<file path="src/rtl/board_store.sv">
// board_store: chess board image store with start-position initialiser.
// After reset (or a startGame edge) the INIT state writes the start position
// one square per cycle (addresses 0..63), then READY accepts single-square
// writes, tracking accepted writes, captures and king captures.
//
// Ports:
//   clk          system clock, rising edge
//   reset        asynchronous active-low reset
//   changePiece  [5:0] address, [9:6] content, [10] write enable
//   currentState user FSM state, 3'b000 = startGame
//   entireBoard  registered board image, square a at [4a+3:4a]
//   ready        high in READY
//   kingCaptured sticky flags, [0] white king taken, [1] black king taken
//   writeCount   accepted writes since last initialisation (wraps)
//   captureCount [3:0] white losses, [7:4] black losses (capture log only)
//   lastCaptured content of most recent victim (capture log only)
//
// Optional feature: define CAPTURE_LOG_EN to build the capture log
// (captureCount / lastCaptured); otherwise both outputs are constant 0.

module board_store (
   input  logic         clk,
   input  logic         reset,
   input  logic [10:0]  changePiece,
   input  logic [2:0]   currentState,
   output logic [255:0] entireBoard,
   output logic         ready,
   output logic [1:0]   kingCaptured,
   output logic [7:0]   writeCount,
   output logic [7:0]   captureCount,
   output logic [3:0]   lastCaptured
);

   typedef enum logic {INIT = 1'b0, READY = 1'b1} state_t;

   state_t        state_r, state_s;
   logic [5:0]    init_addr_r;
   logic [2:0]    prev_cs_r;
   logic [255:0]  board_r;
   logic          ready_r;
   logic [1:0]    king_r;
   logic [7:0]    wcount_r;

   logic [5:0]    wr_addr_s;
   logic [3:0]    wr_data_s;
   logic [3:0]    old_s;
   logic          restart_s;
   logic          accept_s;
   logic          capture_s;
   logic          king_hit_s;
   logic          init_first_s;

   // Start-position content for a square address {column, row}.
   function automatic logic [3:0] start_square(input logic [5:0] a);
      logic [2:0] back;
      case (a[5:3])
         3'd0, 3'd7: back = 3'b100;   // rook
         3'd1, 3'd6: back = 3'b010;   // knight
         3'd2, 3'd5: back = 3'b011;   // bishop
         3'd3:       back = 3'b101;   // queen
         3'd4:       back = 3'b110;   // king
         default:    back = 3'b000;
      endcase
      case (a[2:0])
         3'd0:    start_square = {1'b1, back};
         3'd1:    start_square = 4'h9;
         3'd6:    start_square = 4'h1;
         3'd7:    start_square = {1'b0, back};
         default: start_square = 4'h0;
      endcase
   endfunction

   assign wr_addr_s    = changePiece[5:0];
   assign wr_data_s    = changePiece[9:6];
   assign old_s        = board_r[{wr_addr_s, 2'b00} +: 4];
   // startGame edge only matters in READY; previous-state register resets to
   // startGame so the first startGame after reset is not an edge.
   assign restart_s    = (state_r == READY) && (currentState == 3'b000) &&
                         (prev_cs_r != 3'b000);
   assign accept_s     = (state_r == READY) && changePiece[10] && !restart_s;
   assign capture_s    = accept_s && (wr_data_s[2:0] != 3'b000) &&
                         (old_s[2:0] != 3'b000) && (old_s[3] != wr_data_s[3]);
   assign king_hit_s   = capture_s && (old_s[2:0] == 3'b110);
   assign init_first_s = (state_r == INIT) && (init_addr_r == 6'd0);

   // Next-state logic.
   always_comb begin
      state_s = state_r;
      case (state_r)
         INIT: begin
            if (init_addr_r == 6'd63) state_s = READY;
            else                      state_s = INIT;
         end
         READY: begin
            if (restart_s) state_s = INIT;
            else           state_s = READY;
         end
         default: state_s = INIT;
      endcase
   end

   // State register and registered ready flag.
   always_ff @(posedge clk or negedge reset) begin
      if (!reset) begin
         state_r <= INIT;
         ready_r <= 1'b0;
      end else begin
         state_r <= state_s;
         ready_r <= (state_s == READY);
      end
   end

   // Board image, init address, edge detector, king flags and write counter.
   always_ff @(posedge clk or negedge reset) begin
      if (!reset) begin
         board_r     <= 256'h0;
         init_addr_r <= 6'd0;
         prev_cs_r   <= 3'b000;
         king_r      <= 2'b00;
         wcount_r    <= 8'h00;
      end else begin
         prev_cs_r <= currentState;
         if (state_r == INIT) begin
            board_r[{init_addr_r, 2'b00} +: 4] <= start_square(init_addr_r);
            init_addr_r <= init_addr_r + 6'd1;   // wraps to 0 after 63
            if (init_first_s) begin
               king_r   <= 2'b00;
               wcount_r <= 8'h00;
            end
         end else if (restart_s) begin
            init_addr_r <= 6'd0;
         end else if (accept_s) begin
            board_r[{wr_addr_s, 2'b00} +: 4] <= wr_data_s;
            wcount_r <= wcount_r + 8'h01;
            if (king_hit_s) king_r[old_s[3]] <= 1'b1;
         end
      end
   end

`ifdef CAPTURE_LOG_EN
   logic [7:0] ccount_r;
   logic [3:0] last_r;

   // Capture log: per-colour saturating loss counters and last victim.
   always_ff @(posedge clk or negedge reset) begin
      if (!reset) begin
         ccount_r <= 8'h00;
         last_r   <= 4'h0;
      end else if (init_first_s) begin
         ccount_r <= 8'h00;
         last_r   <= 4'h0;
      end else if (capture_s) begin
         last_r <= old_s;
         if (old_s[3]) begin
            if (ccount_r[7:4] != 4'hF) ccount_r[7:4] <= ccount_r[7:4] + 4'h1;
         end else begin
            if (ccount_r[3:0] != 4'hF) ccount_r[3:0] <= ccount_r[3:0] + 4'h1;
         end
      end
   end

   assign captureCount = ccount_r;
   assign lastCaptured = last_r;
`else
   assign captureCount = 8'h00;
   assign lastCaptured = 4'h0;
`endif

   assign entireBoard  = board_r;
   assign ready        = ready_r;
   assign kingCaptured = king_r;
   assign writeCount   = wcount_r;

endmodule

</file>
<file path="config.mk">
export PLATFORM = sky130hd
export DESIGN_NAME = board_store
export DESIGN_NICKNAME = d
export VERILOG_FILES = /design/src/rtl/board_store.sv
export SDC_FILE = /design/constraint.sdc
export NUM_CORES = 1
export LEC_CHECK = 0
export CORE_MARGIN = 2
export CORE_UTILIZATION = 35
export DETAILED_ROUTE_END_ITERATION = 16
export PLACE_DENSITY_LB_ADDON = 0.1
export SLEW_MARGIN = 20
export SYNTH_ARGS = -nofsm -noshare
export SYNTH_HDL_FRONTEND = slang
export SYNTH_SLANG_ARGS = --single-unit
</file>
<file path="constraint.sdc">
create_clock -name clk -period 3.57 [get_ports clk]
set_input_delay 0.714 -clock clk [delete_from_list [all_inputs] [get_ports clk]]
set_output_delay 0.714 -clock clk [all_outputs]
set_load 0.02 [all_outputs]
</file>
== Word level (Yosys, flattened, before mapping) ==
Memory sizes are Yosys's and may differ from the RTL's.
Cells that the tools add are included.

* Add/subtract/negate cells: 4
* Magnitude comparators: 2
* Eq/ne operators: 10
* Shift operators: 5
* Multiplexer cells: 23
* Bitwise operators: 2
* Reduce and logical (&&, ||, !) cells: 21

{| class="wikitable"
|+ Operators with widths
! kind !! number
|-
| 2-to-1 mux 256 bit || 3
|-
| bitwise mux 256 bit || 2
|-
| variable shift 4 x 10 -> 256 bit, first input constant || 2
|-
| indexed part select 4 x 10 -> 256 bit || 2
|-
| indexed part select 256 x 9 -> 4 bit || 1
|-
| 2-to-1 mux 8 bit || 4
|-
| negator 8 -> 10 bit || 2
|-
| one-hot mux 4 bit (4 select lines) || 1
|-
| 2-to-1 mux 6 bit || 2
|-
| logical AND 1 bit || 10
|-
| 2-to-1 mux 2 bit || 5
|-
| equality test 3 bit, second input constant || 3
|-
| nonzero test 3 bit || 3
|-
| adder 8 x 1 -> 8 bit, second input constant || 1
|-
| adder 6 x 1 -> 6 bit, second input constant || 1
|-
| equality test 6 bit, second input constant || 1
|-
| logical NOT 3 bit || 2
|-
| logical NOT 6 bit || 1
|-
| inequality test 2 x 1 -> 1 bit, second input constant || 3
|-
| 2-to-1 mux 4 bit || 1
|-
| AND reduction 4 bit || 1
|-
| equality test 3 x 1 -> 1 bit, second input constant || 1
|-
| 2-to-1 mux 1 bit || 3
|-
| AND reduction 3 bit || 1
|-
| 11 further kinds || 11
|}

* Flip-flop bits (word level): 276
* ROM bits: 24
* Input bits: 16
* Word-level logic and storage cells: 74
* Memories kept: 1

{| class="wikitable"
|+ Memory list
! name !! words !! bits a word !! read ports !! clocked after memory_dff !! write ports !! line !! source
|-
| (no name shown) || 8 || 3 || 1 || 0 || 0 || 56 || <nowiki>case (a[5:3])</nowiki>
|}

== Logic depth before layout (Yosys ltp) ==
* Depth in word-level cells: 13
* Depth in mapped cells: 11
* Mapped depth without buffers: 9

== Least setup slack after synthesis ==
OpenSTA, ideal clock, no wires.

* Path type: input-to-reg
* Start point: in changePiece[1]
* End point: reg board_r[116] (netlist: entireBoard[116])
* Arrival: 3.128 ns
* Required time: 3.449 ns
* Path slack: 0.321 ns
* Stages: 10
* Buffers on the path: 2
* Cell sequence: buf_2 -> buf_2 -> inv_1 -> ha_1 -> nor3b_1 -> xnor2_1 -> o2111ai_2 -> or2_1 -> a21o_1 -> a22o_1

* Longest elaborated chain between the ends: 6
* Elaborated cells between the ends (all ways): 7
* Classes of those cells: add/sub (1); shift (2); mux (4)

{| class="wikitable"
|+ RTL lines
! item !! line !! source
|-
| start: declaration || 24 || <nowiki>input logic [10:0] changePiece,</nowiki>
|-
| negator 8 -> 10 bit * || 133 || <nowiki>board_r[{wr_addr_s, 2'b00} +: 4] <= wr_data_s;</nowiki>
|-
| indexed part select 4 x 10 -> 256 bit / variable shift 4 x 10 -> 256 bit (equally long branches) || 133 ||
|-
| bitwise mux 256 bit * || 133 ||
|-
| 2-to-1 mux 256 bit * || 132 || <nowiki>end else if (accept_s) begin</nowiki>
|-
| 2-to-1 mux 256 bit * || 130 || <nowiki>end else if (restart_s) begin</nowiki>
|-
| 2-to-1 mux 256 bit * || 123 || <nowiki>if (state_r == INIT) begin</nowiki>
|-
| end signal: indexed assignment || 124 || <nowiki>board_r[{init_addr_r, 2'b00} +: 4] <= start_square(init_addr_r);</nowiki>
|-
| end signal: indexed assignment || 133 ||
|-
| end: declaration || 39 || <nowiki>logic [255:0] board_r;</nowiki>
|}

Every way passes the cells marked *; elsewhere a longest branch is shown, timed or not. The select of a mux whose other input is x is not followed.
A chain may end at the register's enable or synchronous reset.

== Worst setup path in the final report ==
* Start point: in changePiece[1]
* End point: reg board_r[229] (netlist: entireBoard[229])

The elaborated chain is that of the path after synthesis.

==> key figures <==
Finish
  – Area Overhead vs Synth: 38.9%
  – Number of filler cells placed in the layout: 4358
  – Number of standard cells in the final layout excluding fillers: between 2000 and 3000
  – Utilization of the core after routing: 49.0%
  – Net count, final: approximately 2100
  – Fraction of layout instances using a drive strength above 1: 16.8%
  – Post-route standard cell area excluding fillers: 22100 µm²

Logic synthesis
  – Synth Area in XOR/XNOR: 0.929%
  – Most instantiated cells after synthesis: dfrtp_1, a22oi_1, o2bb2ai_1, nand2_1, nor2_1
  – Register area share after synthesis: between 40% and 50%
  – Leading cell types by total area after synthesis: dfrtp_1, o2bb2ai_1, a22oi_1
  – Register bit count reported by yosys: 276
  – Combinational family with the most area after synthesis: compound AO/OA/AOI/OAI gates
  – Share of the synthesized area in the top cell type: 43.5%
  – Synthesized area divided by synthesized cell count: 9.95 µm²
  – Number of flops mapped to enable cells by yosys: 0
  – Post-synthesis mux area share: ~3.7%
  – Fraction of synthesis flops using an asynchronous set or reset pin: 100%
  – Largest area contributor in the netlist: dfrtp_1
  – Predominant post-synthesis flop cell: dfrtp_1
  – Instance count of the mapped netlist: between 1500 and 2000
  – Number of warnings printed during yosys synthesis: 0
  – Share of synthesized cell area in full adder, half adder and majority cells: 1.10%
  – Distinct cells, synth: 77
  – Synth Area in Compound Gates: 33.2%
  – Cell with the most instances after synthesis: dfrtp_1
  – Synthesized area: 15900 µm²
  – Synthesized-area fraction occupied by and/or/nand/nor cells: 13.8%

Run
  – Max cap viols: 0

Status
  – Result of the run: complete, no violations

CTS
  – Number of buffers inserted by post-CTS setup repair: 0
  – Resized Gates After CTS: 0
  – Clk pin slew, worst setup/hold paths: 0.06 ns
  – Htree depth: 2
  – Clk root buf: clkbuf_16
  – Hold bufs inserted after CTS: 0
  – Number of buffers on the longest clock path: 3
  – Number of buffers added by the clock tree synthesis step: 35
  – TritonCTS clock tree: yes
  – Skew-Pair Late Insertion Delay: 0.55 ns
  – Clock sink count: 276

Critical path
  – WP data arrival: 3.79 ns
  – Critical register-to-register path startpoint: init_addr_r[4]
  – Slowest CP cell: nor3b_1
  – Capturing element type of the critical path: flip-flop
  – Reg2reg path depth: 8
  – Worst endpoint required time: 3.99 ns
  – Crit Path Class: input port to flip-flop
  – Worst R2R End: entireBoard[199]
  – Peak fanout along the critical path: 7
  – Reg-to-reg slack, setup: 0.56 ns
  – Type of origin of the critical path: input port
  – Worst path buffer plus inverter count: 3
  – Dominant delay contributor by cell family on the critical path: simple AND/OR/NAND/NOR gates
  – Cell chain of the critical path: clkdlybuf4s50_1, inv_1, ha_1, nor3b_1, xnor2_1, buf_4, o2111ai_2, nor2_1, o21ai_0, o2bb2ai_1
  – Critical Path Max Stage Delay: 0.55 ns

Global route
  – Global routing usage summed across all routing layers: 33.5%
  – Global route total overflow: 0
  – Number of antenna violations at the first check in global routing: 6
  – Grt met1 use: 47.0%
  – Wire length of the first global-routing pass: 115000 µm
  – Global-route met2 utilization: 50.5%
  – Via count of the first global-routing pass: 16535
  – Fraction of met3 tracks used by global routing: 6.89%
  – Busiest grt layer: met2
  – Largest net degree at the start of global routing: 84

Place
  – Placed Cells incl. Taps: 2597
  – Half-perimeter wire length of the detailed placement result: 60200 µm
  – Count of input and output buffers: 282
  – Area of placed instances: around 21000 µm²
  – Final GP Congestion: 0.999

STA
  – Relative max-transition margin: 36.8%
  – Unrepaired setup endpoints after global routing: false
  – Worst clock skew on the final layout: 0.0114 ns
  – Worst slew pin tran: 0.944 ns
  – Minimum hold slack: 0.168 ns
  – Final setup violating endpoints: 0
  – Min Tclk post-route: 3.37 ns
  – Count of endpoints failing hold in the final timing report: 0
  – Total count of max-transition violations in the final report: 0
  – Final Cycle Share: a little over nine tenths
  – Fmax: 297 MHz

Floorplanning
  – Number of ports placed on the die boundary: 295
  – Overall die area: 47100 µm²
  – Die Span Y: 217 µm
  – Area of the placeable core: between 40000 and 50000 µm²
  – Starting density of the core: 35.3%
  – Die width: around 220 µm
  – Floorplan row count: 78

Route
  – Average wire per cell in the routed design: between 30 and 40 µm
  – TritonRoute pass-1 iters: 7
  – Vias per cell: 6.29
  – Antenna Violating Nets Remaining: 0
  – Wire length reported by the detailed router: 80400 µm
  – Initial drt markers: 1930
  – Post-route DRC violation count: 0
  – Number of vias in the routed layout: approximately 17000

Power and ir drop
  – Worst voltage drop across the vdd grid: 0.455 mV
  – Leak: 0.00859 µW
  – Areal power density over the cells: around 820 nW/µm²

Hold path
  – Class of the tightest hold or removal check: input port to asynchronous set/reset pin
worst max-delay path by stage:
stage                  endpoint           start  cells past startpoint  slack [ns]
2_1_floorplan  entireBoard[116]  changePiece[1]                     10        0.32
3_3_place_gp    entireBoard[11]  changePiece[1]                     10       -0.34
3_5_place_dp    entireBoard[11]  changePiece[1]                     10       -0.26
4_1_cts         kingCaptured[0]  changePiece[2]                     10        0.31
5_1_grt          entireBoard[9]  changePiece[1]                     10        0.11
6_report       entireBoard[229]  changePiece[1]                     10        0.20
cell usage in the layout (no fill, tap or decap), drive strengths merged, types with 12 or more instances in the layout:
master,Yosys,routed
or2,12,12
a22oi,178,178
nand4b,13,13
clkbuf,81,53
a21o,19,19
clkdlybuf4s50,0,280
o22ai,76,76
nor3,14,14
nor2,124,124
buf,39,229
mux4,18,18
inv,16,17
o21ai,60,60
o211ai,18,18
nand2,139,139
dfrtp,276,276
a22o,80,80
and2,46,46
conb,1,12
ha,14,14
nand3,46,46
o2bb2ai,175,175
o311ai,12,12
worst reg2reg max path, cell delays in order (launching register included):
cell and delay (ns):
dfrtp_1 0.50, inv_1 0.19, ha_1 0.19, nor4b_4 0.29, xor2_1 0.30, o211ai_1 0.44
nor2_1 0.48, o21ai_0 0.28, o2bb2ai_1 0.21
registers in the layout, indices dropped and copies added (netlist names):
name / count
init_addr_r: 6
entireBoard: 256
writeCount: 8
kingCaptured: 2
ready: 1
prev_cs_r: 3
layer usage:
| metal | wire (µm) | share of wire, % |
|---|---|---|
| met1 | 34700 | 43 |
| met2 | 35400 | 44 |
| met3 | 6860 | 8.5 |
| met4 | 3370 | 4.2 |
| met5 | 16 | 0.020 |
cell type report:
cell class,count,area [µm²],share of cell area (%)
Antenna cell,3,7.51,0.0340
Clock buffer,53,1070,4.83
Clock inverter,9,57.6,0.261
Inverter,17,63.8,0.289
Multi-Input combinational cell,1195,8500,38.5
Sequential cell,276,6910,31.3
Tap cell,600,751,3.40
Timing Repair Buffer,509,4730,21.4
where the power goes:
part | leakage [µW] | internal (µW) | total, µW | switching, µW
combinational | 0.00436 | 3660 | 8920 | 5260
clock | 0.000551 | 2060 | 3510 | 1450
sequential | 0.00368 | 4200 | 5560 | 1360
total | 0.00859 | 9920 | 18000 | 8070
logic make-up after synthesis:
kind of cell,count (synthesis)
compound gates,678
xor+xnor,16
fa+ha+maj,14
buf+inv,137
flops,276
mux,34
other cells,1
simple gates,441
through the flow:
stage | setup WS, ns | total power [µW] | TNS (ns)
3_3_place_gp | -0.338 | 14300 | -17.69
3_5_place_dp | -0.259 | 14300 | -8.94
5_1_grt | 0.110 | 18600 | 0
6_report | 0.201 | 18000 | 0
2_1_floorplan | 0.321 | 9420 | 0
4_1_cts | 0.306 | 17900 | 0
Note: power is estimated with default switching activity, not from simulation.
